<file path="src/rtl/mul_div_unit.sv">
// mul_div_unit
//   Iterative multiply/divide unit that owns the Hi/Lo register pair.
//   An operation is accepted from IDLE. It runs 32 iterations in CALC, one
//   per clock. It then spends one FIX cycle on sign correction and on loading
//   Hi/Lo. Every operation therefore takes 33 edges after the accept edge.
//
// Handshake: Start, HiWe, LoWe and HiLoRd are all sampled on a rising edge.
//   They take effect only while Busy=0, that is, in IDLE. While Busy=1 they
//   are ignored, and Stall is raised combinationally so that EX holds the
//   instruction until Busy drops.
//
// Ports
//   Clk, Rst    rising-edge clock; asynchronous active-high reset
//   Start, Op   request; Op encodes 00 MULT, 01 MULTU, 10 DIV, 11 DIVU
//   A, B        rs / rt operands
//   HiWe, LoWe  MTHI / MTLO strobes, with write data WData
//   HiLoRd      EX is executing MFHI/MFLO
//   Hi, Lo      register contents
//   Busy        operation in progress (CALC or FIX)
//   Done        one-cycle pulse after Hi/Lo are loaded by a finished operation
//   Stall       Busy & (Start | HiLoRd | HiWe | LoWe)
module mul_div_unit #(
  parameter int WIDTH = 32,
  parameter int CNT_W = 5
) (
  input  logic             Clk,
  input  logic             Rst,
  input  logic             Start,
  input  logic [1:0]       Op,
  input  logic [WIDTH-1:0] A,
  input  logic [WIDTH-1:0] B,
  input  logic             HiWe,
  input  logic             LoWe,
  input  logic [WIDTH-1:0] WData,
  input  logic             HiLoRd,
  output logic [WIDTH-1:0] Hi,
  output logic [WIDTH-1:0] Lo,
  output logic             Busy,
  output logic             Done,
  output logic             Stall
);

  typedef enum logic [1:0] {S_IDLE, S_CALC, S_FIX} state_t;

  state_t               state_q, state_d;
  logic [CNT_W-1:0]     cnt_q;
  logic [2*WIDTH-1:0]   acc_q;      // {hi half, lo half} working accumulator
  logic [WIDTH-1:0]     b_q;        // multiplicand or divisor magnitude
  logic                 is_mul_q;
  logic                 res_neg_q;  // negate product / quotient in FIX
  logic                 rem_neg_q;  // negate remainder in FIX
  logic [WIDTH-1:0]     hi_q, lo_q;
  logic                 done_q;

  // Operand magnitudes. Unsigned ops (Op[0]=1) pass the raw operands through.
  logic             is_signed;
  logic [WIDTH-1:0] a_abs, b_abs;
  assign is_signed = ~Op[0];
  assign a_abs = (is_signed & A[WIDTH-1]) ? (~A + WIDTH'(1)) : A;
  assign b_abs = (is_signed & B[WIDTH-1]) ? (~B + WIDTH'(1)) : B;

  // Shift-add multiply. The multiplier sits in the low half and is consumed
  // LSB first. The partial product grows down from the top, with the carry
  // shifted in at bit 2*WIDTH-1.
  logic [WIDTH:0]       mul_sum;
  logic [2*WIDTH-1:0]   mul_next;
  assign mul_sum  = {1'b0, acc_q[2*WIDTH-1:WIDTH]} + {1'b0, (acc_q[0] ? b_q : '0)};
  assign mul_next = {mul_sum, acc_q[WIDTH-1:1]};

  // Restoring divide. The partial remainder is held in the high half. The
  // dividend shifts out of the low half MSB first, and quotient bits shift in
  // at the LSB. The partial remainder is always below the divisor, so after a
  // successful subtract the difference fits in WIDTH bits.
  logic [WIDTH:0]       div_rem;
  logic                 div_ok;
  logic [WIDTH-1:0]     div_sub;
  logic [2*WIDTH-1:0]   div_next;
  assign div_rem  = {acc_q[2*WIDTH-1:WIDTH], acc_q[WIDTH-1]};
  assign div_ok   = (div_rem >= {1'b0, b_q});
  assign div_sub  = div_rem[WIDTH-1:0] - b_q;
  assign div_next = {(div_ok ? div_sub : div_rem[WIDTH-1:0]), acc_q[WIDTH-2:0], div_ok};

  // Sign correction. The product is negated as a full 2*WIDTH value.
  // Quotient and remainder are each negated on their own half.
  logic [2*WIDTH-1:0]   prod_fix;
  logic [WIDTH-1:0]     fix_hi, fix_lo;
  always_comb begin
    prod_fix = res_neg_q ? (~acc_q + (2*WIDTH)'(1)) : acc_q;
    if (is_mul_q) begin
      fix_hi = prod_fix[2*WIDTH-1:WIDTH];
      fix_lo = prod_fix[WIDTH-1:0];
    end else begin
      fix_hi = rem_neg_q ? (~acc_q[2*WIDTH-1:WIDTH] + WIDTH'(1)) : acc_q[2*WIDTH-1:WIDTH];
      fix_lo = res_neg_q ? (~acc_q[WIDTH-1:0] + WIDTH'(1)) : acc_q[WIDTH-1:0];
    end
  end

  always_comb begin
    state_d = state_q;
    case (state_q)
      S_IDLE:  if (Start) state_d = S_CALC;
      S_CALC:  if (cnt_q == '1) state_d = S_FIX;
      S_FIX:   state_d = S_IDLE;
      default: state_d = S_IDLE;
    endcase
  end

  always_ff @(posedge Clk or posedge Rst) begin
    if (Rst) state_q <= S_IDLE;
    else     state_q <= state_d;
  end

  always_ff @(posedge Clk or posedge Rst) begin
    if (Rst) begin
      cnt_q     <= '0;
      acc_q     <= '0;
      b_q       <= '0;
      is_mul_q  <= 1'b0;
      res_neg_q <= 1'b0;
      rem_neg_q <= 1'b0;
      hi_q      <= '0;
      lo_q      <= '0;
      done_q    <= 1'b0;
    end else begin
      done_q <= 1'b0;
      case (state_q)
        S_IDLE: begin
          if (Start) begin
            // Start has priority, so a same-cycle MTHI/MTLO is dropped.
            acc_q     <= {{WIDTH{1'b0}}, a_abs};
            b_q       <= b_abs;
            is_mul_q  <= ~Op[1];
            res_neg_q <= is_signed & (A[WIDTH-1] ^ B[WIDTH-1]);
            rem_neg_q <= is_signed & A[WIDTH-1];
            cnt_q     <= '0;
          end else begin
            if (HiWe) hi_q <= WData;
            if (LoWe) lo_q <= WData;
          end
        end
        S_CALC: begin
          acc_q <= is_mul_q ? mul_next : div_next;
          cnt_q <= cnt_q + CNT_W'(1);
        end
        S_FIX: begin
          hi_q   <= fix_hi;
          lo_q   <= fix_lo;
          done_q <= 1'b1;
        end
        default: ;
      endcase
    end
  end

  assign Hi    = hi_q;
  assign Lo    = lo_q;
  assign Done  = done_q;
  assign Busy  = (state_q != S_IDLE);
  assign Stall = Busy & (Start | HiLoRd | HiWe | LoWe);

endmodule

</file>
<file path="config.mk">
export PLATFORM = sky130hd
export DESIGN_NAME = mul_div_unit
export DESIGN_NICKNAME = d
export VERILOG_FILES = /design/src/rtl/mul_div_unit.sv
export SDC_FILE = /design/constraint.sdc
export NUM_CORES = 1
export LEC_CHECK = 0
export CORE_MARGIN = 8
export CORE_UTILIZATION = 34
export CTS_BUF_LIST = sky130_fd_sc_hd__clkbuf_16
export CTS_CLUSTER_SIZE = 8
export DETAILED_ROUTE_END_ITERATION = 12
export GPL_TIMING_DRIVEN = 0
export SLEW_MARGIN = 15
export SYNTH_ARGS = -nofsm -noshare
export SYNTH_HDL_FRONTEND = slang
export SYNTH_SLANG_ARGS = --single-unit
</file>
<file path="constraint.sdc">
create_clock -name Clk -period 7.3 [get_ports Clk]
set_clock_uncertainty 0.15 [all_clocks]
set_input_delay 1.825 -clock Clk [delete_from_list [all_inputs] [get_ports Clk]]
set_output_delay 1.825 -clock Clk [all_outputs]
set_load 0.1 [all_outputs]
</file>
==> impl_metrics.toml <==
[die]
die_y_um = 220
die_w_um = 220
fp.dieArea_um2 = 48500
rows = 75
core_um2 = 41600
initial_core_util_pct = 34.1
io_pins = 171

[clock_tree]
cts_max_level = 4
clk_pin_slew_worst_paths_ps = 70
clk_latency_ps = 460
cts_made_buffers = 17
cts_setup_buffers = 0
ctsResizeCount = 0
tritoncts = "done"
clock-sinks = 171
clk_path_buf_depth = 2
root_buffer = "clkbuf_16"
cts_hold_buf = 0

[critical_path]
cp_common_cell = "clkdlybuf4s50_1"
path_cells = "clkdlybuf4s50_1 > nor4_1 > nor2_1 > clkdlybuf4s50_1"
cpPeakStageDelay_ps = 1140
r2r_start = "acc_q[0]$_DFFE_PP0P_"
rrSetupSlack_ps = 2600
critPathArrivalTime_ps = 3750
start_kind = "input pin"
critPathSlowestCell = "clkdlybuf4s50_1"
required_ps = 5330
worstSetupPathType = "in2out"
crit_fanout = 4
worstSetupEndpointType = "primary output"
cp-startpoint = "Start"

[finish]
final_util_pct = 41.4
fillers = 4283
area_growth_pct = 21.4
final_cell_mix = "nand2_1 (216), dfrtp_1 (171), clkdlybuf4s50_1 (170)"
final_nets = 2132
diodes = 0
drive_gt1_share_pct = 3.20
final_common_cell = "nand2_1"

[synthesis]
ys_warn_count = 0
synth_area_um2 = 14200
synth-edff-count = 0
async_flop_share_pct = 100
syn-num-nets = 1942
ys_seq_area_share_pct = 30.2
synth_top_area_share_pct = 30.2
synth_cells = 1766
synth_cell_types = 82
ys_ff_latch = 171
synth_area_leaders = "dfrtp_1 (30%), mux2i_1 (6.2%), ha_1 (6.2%)"
syn_area_per_cell_um2 = 8.03
ys.flop_type = "dfrtp_1"
synth_area_leader_cell = "dfrtp_1"

[outcome]
status = "completed"

[global_route]
gr-total-overflow = 0
antenna_found_initial = 0
track_usage_pct = 21.5
grt_pass1_vias = 13823
grt_pass1_wl_mm = 80.7
grt_max_degree = 93

[timing]
rsz0062_at_grt = "no"
fin_crit_ps = 5720
slew_headroom_pct = 27.0
max_freq_mhz = 175
setup_violations = 0
hold_violations = 0
min_period_over_period_pct = 78.4
worst_slew_pin_slew_ps = 1070
maxSlewViolCount = 0

[placement]
io_buffers = 170
gp_congestion = 0.952
hpwl_mm = 42.1

[routing]
totalWireLength_mm = 52.8
drtIter0Drc = 1235
ant_nets = 0
via_per_inst = 5.64
num_vias = 14140
drt-pass1-iter-count = 5
drcViolationCount = 0
wire_per_inst_um = 21.0

[hold_path]
hp-class = "reg2reg"
hp-start = "b_q[29]$_DFFE_PP0P_"

[job]
drv_cap = 0
## synth_stat cells (41+ instances only)
library cell / count
mux2i_1: 88
nand2_1: 216
o21ai_0: 169
xor2_1: 77
inv_1: 66
a21oi_1: 128
nor2_1: 132
o21ai_1: 41
xnor2_1: 91
dfrtp_1: 171
ha_1: 70
clkbuf_1: 90
## area by class of cell
class | instances | area [µm²] | area share (%)
well taps | 539 | 674 | 3.92
flip-flops and latches | 171 | 4280 | 24.8
clock buffers | 17 | 425 | 2.47
clock inverters | 15 | 200 | 1.16
multi-input cells | 1423 | 9250 | 53.7
repair buffers | 171 | 1730 | 10.0
plain buffers | 105 | 412 | 2.39
inverters | 67 | 259 | 1.50
## worst max-delay path, delay by kind of cell
kind,cells,cell delay [ps]
and+or+nand+nor,2,180
buffers and inverters,2,1750
## layer usage
metal / vias up / GRT usage (%) / wire [µm] / part of all wire, %
li1: 6717 / - / - / -
met1: 6793 / 28.9 / 24000 / 45
met2: 544 / 34.4 / 23600 / 45
met3: 86 / 3.84 / 3640 / 6.9
met4: 0 / 7.30 / 1580 / 3.0
met5: - / 0 / 0 / 0
## worst paths after layout
kind / to / cells past startpoint
hold reg to reg: b_q[29]$_DFFE_PP0P_ / 2
hold / removal: b_q[29]$_DFFE_PP0P_ / 2
setup / recovery: Stall / 4
max in group asynchronous: Lo[21]$_DFFE_PP0P_ / 3
setup reg to reg: acc_q[57]$_DFFE_PP0P_ / 14
min in group asynchronous: b_q[4]$_DFFE_PP0P_ / 2
## cell families (layout without fill, tap and decap cells)
logic type	after synthesis	in the layout	share of synthesized area (%)
AO/OA/AOI/OAI	546	546	23.6
XOR/XNOR	168	168	10.4
adder cells (fa/ha/maj)	72	72	6.46
buffers and inverters	172	375	4.67
flip-flops	171	171	30.2
multiplexers	90	90	6.37
AND/OR/NAND/NOR	547	547	18.4
## per-stage QoR
stage | cell area [µm²] | instances | hold slack [ps] | TNS (ps) | setup WS, ps
3_5_place_dp | 16600 | 2476 | 321 | 0 | 1590
5_1_grt | 17200 | 2508 | 363 | 0 | 1550
4_1_cts | 17200 | 2508 | 337 | 0 | 1580
3_3_place_gp | 16600 | 2475 | 313 | -334500 | -1980
2_1_floorplan | 14200 | 1766 | 299 | 0 | 693
6_report | 17200 | 2508 | 331 | 0 | 1580
## registers in the layout, indices dropped and copies added, names as in the netlist, 2 cells and up
register	cells
state_q	2
cnt_q	5
Lo	32
Hi	32
acc_q	64
b_q	32
Power is not shown: default switching activity piles up to over one toggle a cycle in this logic, so the estimate is an artifact.
==> variant (same settings) <==
Encoding of `state_t`: now one-hot (3 bits for 3 states).
--- a/src/rtl/mul_div_unit.sv
+++ b/src/rtl/mul_div_unit.sv
@@ -41,5 +41,5 @@
 );
 
-  typedef enum logic [1:0] {S_IDLE, S_CALC, S_FIX} state_t;
+  typedef enum logic [2:0] {S_IDLE = 3'b001, S_CALC = 3'b010, S_FIX = 3'b100} state_t;
 
   state_t               state_q, state_d;
Behaviour: no difference found for any inputs over 4 cycles, from zero or initial values and one cycle with Rst high; so few cycles prove little.
==> variant against the unedited design <==
Sequential cell count grew 1. Via count grew 1.6%. Setup slack lost 220 ps. First-iteration DRC count grew 3.3%. Design area grew 0.86%. Sequential share of layout area shrank 0.060 points. Routed wire length grew 3.2%. Synthesized area grew 0.94%. Register-to-register slack gained 230 ps.
==> variant: results (changes against the unedited design) <==
post-route met1 wirelength=25.3 mm (was 24.0 mm); Final GP Congestion=0.971 (was 0.952); r2r endpoint=Hi[16] (was acc_q[57]); vias in the first global route=14,228 (was 13,823); Synth Area per Inst=8.01 um2 (was 8.03 um2); DP Area=16,700 um2 (was 16,600 um2); register area share after synthesis=0.301 (was 0.302); Buffers excl. clock=285 (was 276); final net count=2,153 (was 2,132); Synth Area in XOR/XNOR=0.101 (was 0.104); Seq cells=172 (was 171); multi-input combinational cell count=1,443 (was 1,423); core area=41,800 um2 (was 41,600 um2); hold path start=Lo[24] (was b_q[29]); met3 wire len=3.22 mm (was 3.64 mm); inverter count=58 (was 67); synth unique cells=78 (was 82); syn nets=1,963 (was 1,942); CP arrival=3960 ps (was 3750 ps); Worst R2R Setup Slack=2830 ps (was 2600 ps); pre-CTS setup slack=1370 ps (was 1590 ps); adder-cell area share of the yosys netlist=0.0640 (was 0.0646); GRT Overall Usage=0.217 (was 0.215); routing usage on met1=0.294 (was 0.289); status=finished, final reports clean (unchanged); fin crit share=0.814 (was 0.784); Non-clock buffer share=0.125 (was 0.124); ranking of synthesized cells by area=dfrtp_1 30%, o21ai_0 6.4%, ha_1 6.1% (was dfrtp_1 30%, mux2i_1 6.2%, ha_1 6.2%); first-pass GRT wire length=84.0 mm (was 80.7 mm); post-synthesis compound-gate area fraction=0.258 (was 0.236); GRT met3 Usage=0.0389 (was 0.0384)
[variant: cell types whose count changed after synthesis, moves of 12 or more]
cell / unedited run / this run
o21ai_0: 169 / 182
a211oi_1: 31 / 6
o21ai_1: 41 / 3
nor2b_1: 29 / 14
o31ai_1: 21 / 33
nand2_1: 216 / 201
a31oi_1: 10 / 26
mux2i_1: 88 / 56
nor2_1: 132 / 157
a221oi_1: 1 / 13
a21o_1: 18 / 35
o221ai_1: 11 / 26
[variant: worst reg2reg max path, stage by stage, from the launching register on]
cell,delay [ps]
dfrtp_1,500
inv_1,240
clkbuf_1,480
ha_1,270
or3b_1,380
or4_1,490
nand2b_2,290
or3_4,460
o21a_4,280
o41ai_2,300
xor2_1,330
a221oi_1,140
[variant: power groups by stage]
stage	sequential, mW	clock [mW]	combinational, mW
after floorplan	2.94	0	3.59
after global routing	1.98	1.07	7.11
after CTS	1.91	1.03	6.54
after global placement	1.91	0	6.46
final	1.91	1.02	6.61
after detailed placement	1.93	0	6.51
